--- src/rtl/fft_bf_r2_stage_if.sv ---
// fft_bf_r2_stage_if
// Bundles the sample stream into a radix-2 butterfly stage and the result
// stream out of it.
//   in_valid        : stage-RAM read data valid this cycle
//   in_re / in_im   : sample components, signed DW bits
//   in_adr          : RAM address the sample was read from
//   tw_re / tw_im   : twiddle components, signed Q1.(TW-2)
//   out_valid       : result valid, write strobe for the next-stage RAM
//   out_re / out_im : butterfly result components, signed DW bits
//   out_adr         : write address for the result
// The master modport drives samples and observes results; the slave modport
// is the butterfly stage itself.
`timescale 1ns/1ps

interface fft_bf_r2_stage_if #(
    parameter int DW   = 16,
    parameter int TW   = 16,
    parameter int SIZE = 4
);
    logic                   in_valid;
    logic signed [DW-1:0]   in_re;
    logic signed [DW-1:0]   in_im;
    logic        [SIZE-1:0] in_adr;
    logic signed [TW-1:0]   tw_re;
    logic signed [TW-1:0]   tw_im;

    logic                   out_valid;
    logic signed [DW-1:0]   out_re;
    logic signed [DW-1:0]   out_im;
    logic        [SIZE-1:0] out_adr;

    modport master (
        output in_valid, in_re, in_im, in_adr, tw_re, tw_im,
        input  out_valid, out_re, out_im, out_adr
    );

    modport slave (
        input  in_valid, in_re, in_im, in_adr, tw_re, tw_im,
        output out_valid, out_re, out_im, out_adr
    );
endinterface

--- src/rtl/fft_bf_r2_stage.sv ---
// fft_bf_r2_stage
// One radix-2 decimation-in-time butterfly stage. Samples arrive in pairs
// (A then B, any gap allowed); the stage computes S = A + W*B and
// D = A - W*B, scales each by 1/2 with rounding and saturation, and emits S
// (at A's address) then D (at B's address) on consecutive cycles.
// Pipeline: pair capture -> multiply -> add/sub/scale -> output register.
// B accepted on edge T gives S after edge T+3 and D after edge T+4.
// Ports:
//   clk    : clock, rising edge
//   rst_n  : asynchronous active-low reset
//   bus    : sample/result interface (slave modport)
//   done_o : one-cycle pulse with the D of the last pair of a frame
`timescale 1ns/1ps

module fft_bf_r2_stage #(
    parameter int DW   = 16,
    parameter int TW   = 16,
    parameter int N    = 16,
    parameter int SIZE = 4
) (
    input  logic                   clk,
    input  logic                   rst_n,
    fft_bf_r2_stage_if.slave       bus,
    output logic                   done_o
);

    localparam int PW  = DW + TW + 1;
    localparam int RW  = DW + 2;
    localparam int RND = 1 << (TW - 3);
    localparam logic signed [RW-1:0] SAT_MAX = RW'((1 << (DW - 1)) - 1);
    localparam logic signed [RW-1:0] SAT_MIN = RW'(-(1 << (DW - 1)));
    localparam logic [SIZE-2:0]      LAST_PAIR = (SIZE - 1)'(N / 2 - 1);

    typedef enum logic {FIRST, SECOND} state_e;

    state_e                 state_q;

    logic signed [DW-1:0]   aHoldRe_q, aHoldIm_q;
    logic        [SIZE-1:0] aHoldAdr_q;

    logic                   s1Valid_q;
    logic signed [DW-1:0]   s1ARe_q, s1AIm_q, s1BRe_q, s1BIm_q;
    logic signed [TW-1:0]   s1WRe_q, s1WIm_q;
    logic        [SIZE-1:0] s1AAdr_q, s1BAdr_q;

    logic signed [PW-1:0]   prodRe_d, prodIm_d;

    logic                   s2Valid_q;
    logic signed [PW-1:0]   s2PRe_q, s2PIm_q;
    logic signed [DW-1:0]   s2ARe_q, s2AIm_q;
    logic        [SIZE-1:0] s2AAdr_q, s2BAdr_q;

    logic signed [PW-1:0]   pRndRe, pRndIm;
    logic signed [RW-1:0]   pRe, pIm, sumRe, sumIm, difRe, difIm;
    logic signed [DW-1:0]   sRe_d, sIm_d, dRe_d, dIm_d;

    logic                   s3Valid_q;
    logic signed [DW-1:0]   s3SRe_q, s3SIm_q, s3DRe_q, s3DIm_q;
    logic        [SIZE-1:0] s3AAdr_q, s3BAdr_q;

    logic                   outValid_q, dPend_q, done_q;
    logic signed [DW-1:0]   outRe_q, outIm_q;
    logic        [SIZE-1:0] outAdr_q;
    logic        [SIZE-2:0] pairCnt_q;

    // (x + 1) >>> 1, then clamp to the DW-bit signed range. The increment is
    // done one bit wider so it can never wrap.
    function automatic logic signed [DW-1:0] scaleSat(input logic signed [RW-1:0] x);
        logic signed [RW:0]   xInc;
        logic signed [RW-1:0] half;
        xInc = (RW + 1)'(x) + (RW + 1)'(1);
        half = RW'(xInc >>> 1);
        if (half > SAT_MAX)
            scaleSat = DW'(SAT_MAX);
        else if (half < SAT_MIN)
            scaleSat = DW'(SAT_MIN);
        else
            scaleSat = DW'(half);
    endfunction

    // Pairing FSM. A is parked in its own hold register and only copied into
    // the stage-1 pair registers together with B, so a following A can be
    // latched while the previous pair is still moving down the pipe.
    always_ff @(posedge clk or negedge rst_n) begin
        if (!rst_n) begin
            state_q    <= FIRST;
            aHoldRe_q  <= '0;
            aHoldIm_q  <= '0;
            aHoldAdr_q <= '0;
            s1Valid_q  <= 1'b0;
            s1ARe_q    <= '0;
            s1AIm_q    <= '0;
            s1BRe_q    <= '0;
            s1BIm_q    <= '0;
            s1WRe_q    <= '0;
            s1WIm_q    <= '0;
            s1AAdr_q   <= '0;
            s1BAdr_q   <= '0;
        end else begin
            s1Valid_q <= 1'b0;
            if (bus.in_valid) begin
                case (state_q)
                    FIRST: begin
                        aHoldRe_q  <= bus.in_re;
                        aHoldIm_q  <= bus.in_im;
                        aHoldAdr_q <= bus.in_adr;
                        state_q    <= SECOND;
                    end
                    SECOND: begin
                        s1ARe_q   <= aHoldRe_q;
                        s1AIm_q   <= aHoldIm_q;
                        s1AAdr_q  <= aHoldAdr_q;
                        s1BRe_q   <= bus.in_re;
                        s1BIm_q   <= bus.in_im;
                        s1BAdr_q  <= bus.in_adr;
                        s1WRe_q   <= bus.tw_re;
                        s1WIm_q   <= bus.tw_im;
                        s1Valid_q <= 1'b1;
                        state_q   <= FIRST;
                    end
                    default: state_q <= FIRST;
                endcase
            end
        end
    end

    // Full-precision complex multiply W*B; operands are sign-extended to the
    // product width first so neither partial product nor the sum can wrap.
    always_comb begin
        prodRe_d = PW'(s1WRe_q) * PW'(s1BRe_q) - PW'(s1WIm_q) * PW'(s1BIm_q);
        prodIm_d = PW'(s1WRe_q) * PW'(s1BIm_q) + PW'(s1WIm_q) * PW'(s1BRe_q);
    end

    // Multiply stage register.
    always_ff @(posedge clk or negedge rst_n) begin
        if (!rst_n) begin
            s2Valid_q <= 1'b0;
            s2PRe_q   <= '0;
            s2PIm_q   <= '0;
            s2ARe_q   <= '0;
            s2AIm_q   <= '0;
            s2AAdr_q  <= '0;
            s2BAdr_q  <= '0;
        end else begin
            s2Valid_q <= s1Valid_q;
            if (s1Valid_q) begin
                s2PRe_q  <= prodRe_d;
                s2PIm_q  <= prodIm_d;
                s2ARe_q  <= s1ARe_q;
                s2AIm_q  <= s1AIm_q;
                s2AAdr_q <= s1AAdr_q;
                s2BAdr_q <= s1BAdr_q;
            end
        end
    end

    // Round the product back to sample scale (round-half-up, drop the Q
    // fraction bits), then butterfly add/sub at DW+2 bits and scale by 1/2.
    always_comb begin
        pRndRe = (s2PRe_q + PW'(RND)) >>> (TW - 2);
        pRndIm = (s2PIm_q + PW'(RND)) >>> (TW - 2);
        pRe    = RW'(pRndRe);
        pIm    = RW'(pRndIm);
        sumRe  = RW'(s2ARe_q) + pRe;
        sumIm  = RW'(s2AIm_q) + pIm;
        difRe  = RW'(s2ARe_q) - pRe;
        difIm  = RW'(s2AIm_q) - pIm;
        sRe_d  = scaleSat(sumRe);
        sIm_d  = scaleSat(sumIm);
        dRe_d  = scaleSat(difRe);
        dIm_d  = scaleSat(difIm);
    end

    // Add/sub/scale stage register. D waits here one extra cycle while S is
    // on the output; the next pair cannot reach this stage before then.
    always_ff @(posedge clk or negedge rst_n) begin
        if (!rst_n) begin
            s3Valid_q <= 1'b0;
            s3SRe_q   <= '0;
            s3SIm_q   <= '0;
            s3DRe_q   <= '0;
            s3DIm_q   <= '0;
            s3AAdr_q  <= '0;
            s3BAdr_q  <= '0;
        end else begin
            s3Valid_q <= s2Valid_q;
            if (s2Valid_q) begin
                s3SRe_q  <= sRe_d;
                s3SIm_q  <= sIm_d;
                s3DRe_q  <= dRe_d;
                s3DIm_q  <= dIm_d;
                s3AAdr_q <= s2AAdr_q;
                s3BAdr_q <= s2BAdr_q;
            end
        end
    end

    // Output register: S in the cycle after stage 3 fills, D in the cycle
    // after that. Data and address hold when nothing is being written. The
    // pair counter advances on every D and flags the last pair of the frame.
    always_ff @(posedge clk or negedge rst_n) begin
        if (!rst_n) begin
            outValid_q <= 1'b0;
            outRe_q    <= '0;
            outIm_q    <= '0;
            outAdr_q   <= '0;
            dPend_q    <= 1'b0;
            done_q     <= 1'b0;
            pairCnt_q  <= '0;
        end else begin
            outValid_q <= 1'b0;
            done_q     <= 1'b0;
            if (s3Valid_q) begin
                outRe_q    <= s3SRe_q;
                outIm_q    <= s3SIm_q;
                outAdr_q   <= s3AAdr_q;
                outValid_q <= 1'b1;
                dPend_q    <= 1'b1;
            end else if (dPend_q) begin
                outRe_q    <= s3DRe_q;
                outIm_q    <= s3DIm_q;
                outAdr_q   <= s3BAdr_q;
                outValid_q <= 1'b1;
                dPend_q    <= 1'b0;
                if (pairCnt_q == LAST_PAIR) begin
                    pairCnt_q <= '0;
                    done_q    <= 1'b1;
                end else begin
                    pairCnt_q <= pairCnt_q + (SIZE - 1)'(1);
                end
            end
        end
    end

    assign bus.out_valid = outValid_q;
    assign bus.out_re    = outRe_q;
    assign bus.out_im    = outIm_q;
    assign bus.out_adr   = outAdr_q;
    assign done_o        = done_q;

endmodule
--- src/flat_wrapper.sv ---
// flat-port wrapper written by rule: the top's interface ports become plain ports
module fft_bf_r2_stage_flat 
#(
    parameter int DW   = 16,
    parameter int TW   = 16,
    parameter int N    = 16,
    parameter int SIZE = 4
)
  (clk, rst_n, done_o, bus_in_valid, bus_in_re, bus_in_im, bus_in_adr, bus_tw_re, bus_tw_im, bus_out_valid, bus_out_re, bus_out_im, bus_out_adr);
  fft_bf_r2_stage_if #(.DW(DW), .TW(TW), .SIZE(SIZE)) bus_i ();
  input  logic clk;
  input  logic rst_n;
  output logic done_o;
  input wire logic [$bits(bus_i.in_valid)-1:0] bus_in_valid;
  input wire logic [$bits(bus_i.in_re)-1:0] bus_in_re;
  input wire logic [$bits(bus_i.in_im)-1:0] bus_in_im;
  input wire logic [$bits(bus_i.in_adr)-1:0] bus_in_adr;
  input wire logic [$bits(bus_i.tw_re)-1:0] bus_tw_re;
  input wire logic [$bits(bus_i.tw_im)-1:0] bus_tw_im;
  output wire logic [$bits(bus_i.out_valid)-1:0] bus_out_valid;
  output wire logic [$bits(bus_i.out_re)-1:0] bus_out_re;
  output wire logic [$bits(bus_i.out_im)-1:0] bus_out_im;
  output wire logic [$bits(bus_i.out_adr)-1:0] bus_out_adr;
  assign bus_i.in_valid = bus_in_valid;
  assign bus_i.in_re = bus_in_re;
  assign bus_i.in_im = bus_in_im;
  assign bus_i.in_adr = bus_in_adr;
  assign bus_i.tw_re = bus_tw_re;
  assign bus_i.tw_im = bus_tw_im;
  assign bus_out_valid = bus_i.out_valid;
  assign bus_out_re = bus_i.out_re;
  assign bus_out_im = bus_i.out_im;
  assign bus_out_adr = bus_i.out_adr;
  fft_bf_r2_stage #(.DW(DW), .TW(TW), .N(N), .SIZE(SIZE)) u_core (.clk(clk), .rst_n(rst_n), .bus(bus_i), .done_o(done_o));
endmodule
--- config.mk ---
export PLATFORM = sky130hd
export DESIGN_NAME = fft_bf_r2_stage_flat
export DESIGN_NICKNAME = d
export VERILOG_FILES = /design/src/rtl/fft_bf_r2_stage_if.sv /design/src/rtl/fft_bf_r2_stage.sv /design/src/flat_wrapper.sv
export SDC_FILE = /design/constraint.sdc
export NUM_CORES = 2
export LEC_CHECK = 0
export ABC_AREA = 0
export CORE_MARGIN = 2
export CORE_UTILIZATION = 66
export DETAILED_ROUTE_END_ITERATION = 7
export GPL_ROUTABILITY_DRIVEN = 0
export GPL_TIMING_DRIVEN = 1
export PLACE_DENSITY = 0.84
export REMOVE_ABC_BUFFERS = 1
export SYNTH_ARGS = -nofsm -noshare
export SYNTH_HDL_FRONTEND = slang
export SYNTH_SLANG_ARGS = --single-unit
--- constraint.sdc ---
create_clock -name clk -period 10.1 [get_ports clk]
set_clock_uncertainty 0.15 [all_clocks]
set_input_delay 2.02 -clock clk [delete_from_list [all_inputs] [get_ports clk]]
set_output_delay 2.02 -clock clk [all_outputs]
set_load 0.01 [all_outputs]
==> results list <==
- The run finished with clean final reports.
* CTS Root Cell: clkbuf_16
- Count of vias placed by the detailed router: 41600
- Cts-stage hold buffer count: 0
* Die H: 300 µm
- The number of global-route vias before repair is ~46000.
* Ys flop type: dfrtp_1
* Cell row count: about 110
* Ratio of final minimum period to clock period: 0.881
* Grt ovf: 0
* Crit path required time: ~10000 ps
- TritonCTS clock tree: yes
- The net count of the finished layout is 7530.
* Worst slack, placed: 1380 ps
* Area growth syn-to-layout: 5.72%
- The synthesized netlist contains between 100 and 150 unique library cells.
- For this block, the initial DRC count from the detailed router was 2996.
- For the final routed database, the setup TNS stands at 0 ps.
* Count of flip-flops with a built-in enable after synthesis: 0
- Total wire length: 147000 µm
* Post-detailed-placement cell area: 60000 µm²
- Clock-pin slew was measured on the worst setup and hold paths at 70 ps.
* Hold Fails Final Rpt: 0
- Highest-count cells in the layout ignoring fill and taps: 1380 x inv_1, 1152 x fa_1, 631 x nand2_1
* Count of boundary I/O pins: between 100 and 150
- In this run the worst path has a maximum fanout of 21.
- Cell with the most instances on the worst path: fa_1
- After detailed placement, the design holds a cell count of about 7000.
- The finished layout holds 7113 standard cells, fillers aside.
- From left edge to right edge, the die measures 300 µm.
* Setup repair after global routing missed its margin: false
- After synthesis, the share of flip-flops with an asynchronous set or reset is 1.00.
- Setup violations remaining at the end of the flow were counted as 0.
- Across every metal layer, demand over resource in global routing totals 0.344.
* Worst Setup Start Kind: flop
* Sequential fraction of the synthesis area: 0.145
* Delay of the slowest critical-path stage: about 1100 ps
- Global-route wire length before repair: 241000 µm
- The first detailed-routing pass ran for 8 iterations.
* MaxCap Viol Count: 0
- Final worst path period need: 8900 ps
- After routing the design area is 61200 µm².
- Syn. warnings: 0
- Entering global routing, the biggest net connects 104 pins.
- Clock latency on the worst-skew pair, taken at its later pin, is 600 ps.
* Average footprint of a synthesized cell: 9.69 µm²
- Transition time at the pin with the least slew margin: around 1400 ps
- After clock tree synthesis, the setup repair step added 0 buffers.
* Clock net sink count: 336
* Initial antenna violation count: 8
- Fraction of final layout cells with drive strength greater than 1: 0.0693
- Critical path start-end classification: flop to flop
- Timing would allow up to 112 MHz.
- Routed length per placed instance: 20.6 µm
- After synthesis the cells add up to 57900 µm².
- The floorplan step defined a die boundary enclosing 90000 µm².
- Post-DP HPWL: 116000 µm
- Initial Utilization: 0.667
- In the routed layout, each cell is associated on average with a via count of 5.85.
* Worst slew slack as a fraction of its limit: 0.0748
* Area of the core: 86800 µm²
- The number of slew-limit violations in the final report was 0.
- Counting the buffers created by CTS gives 36.
* Number of instances in the synthesized netlist: 5971
- DRT antenna net count: 0
* Slowest library cell on the worst path: dfrtp_1
- Depth of the CTS H-tree: 2
* Worst Setup Slack, final: ~1200 ps
- The largest registers in the layout are u_core.s2PIm_q x19, u_core.s2PRe_q x19.
* Register bit count reported by yosys: 336
- At the worst endpoint, the arrival time is roughly 9300 ps.
- Detailed-route DRC error count: 0
- The count of buffers added on input and output ports is 108.
- Most common cell after layout, fill and taps aside: inv_1
- Deepest clock path buffer count: 3
- HP Class: flop to flop
* Endpoint type of the worst setup path: flop
- After clock tree synthesis, the repair step resized 0 gates.
## critical path, delay by kind of cell, from the launching register on
kind	cells	cell delay, ps
flops	1	1060
fa+ha+maj	9	4340
compound gates	7	1940
buf+inv	5	590
xor+xnor	1	150
simple gates	3	560
## kinds of logic (layout without fill, tap and decap cells)
| group | count (synthesis) | after routing | share of synthesized area |
|---|---|---|---|
| AOI/OAI and AO/OA | 429 | 429 | 0.0527 |
| muxes | 249 | 249 | 0.0476 |
| buffers and inverters | 1653 | 1639 | 0.108 |
| DFF | 336 | 336 | 0.145 |
| other | 0 | 1 | 0 |
| adders and majority gates | 1529 | 1529 | 0.480 |
| and+or+nand+nor | 1570 | 1570 | 0.135 |
| xor gates and xnor gates | 205 | 205 | 0.0310 |
## cell usage after synthesis (39+ instances only)
master,number,area [µm²]
xnor2_1,138,1210
clkbuf_1,242,908
nand2_1,631,2370
and2_1,479,3000
ha_1,377,4720
xor2_1,67,587
fa_1,1152,23100
nor3_1,54,270
a21oi_1,93,465
inv_1,1381,5180
nand2b_1,48,300
mux2i_1,39,390
dfrtp_1,336,8410
nor2_1,177,664
o21ai_0,89,445
mux2_2,210,2360
## final timing paths
path                               startpoint               endpoint  slack (ps)  depth (start not counted)
setup / recovery            u_core.s1WRe_q[4]     u_core.s2PRe_q[31]        1200                         25
hold / removal             u_core.s3AAdr_q[2]  u_core.bus.out_adr[2]         330                          2
setup reg to reg            u_core.s1WRe_q[4]     u_core.s2PRe_q[31]        1200                         25
hold reg to reg            u_core.s3AAdr_q[2]  u_core.bus.out_adr[2]         330                          2
max in group asynchronous               rst_n      u_core.s1BIm_q[8]        6450                          3
min in group asynchronous               rst_n     u_core.s3BAdr_q[0]        1300                          1
## metrics by stage
stage,util,hold slack [ps]
6_report,0.705,330
5_1_grt,0.705,360
4_1_cts,0.705,331
3_5_place_dp,0.691,317
3_3_place_gp,0.691,306
2_1_floorplan,-,293
## area by class of cell
cell class	instances	area (µm²)
antenna	1	2.50
clock buffer	51	1060
sequential	336	8420
timing repair buffer	187	1690
clock inverter	14	146
tap	1155	1450
inverter	1387	5210
fill	6168	25600
multi-input combinational	3982	43200
## routing by layer
layer | wire length, µm | part of all wire | track usage | vias to the layer above
li1 | - | - | - | 17900
met2 | 71800 | 0.49 | 0.576 | 1985
met4 | 10600 | 0.072 | 0.208 | 10
met3 | 12600 | 0.086 | 0.0617 | 639
met5 | 71 | 0.00048 | 0 | -
met1 | 51600 | 0.35 | 0.417 | 21100
Power is left out: the tool's default activity adds up to more than one toggle a clock period on the data nets, which glitch-free logic cannot reach.
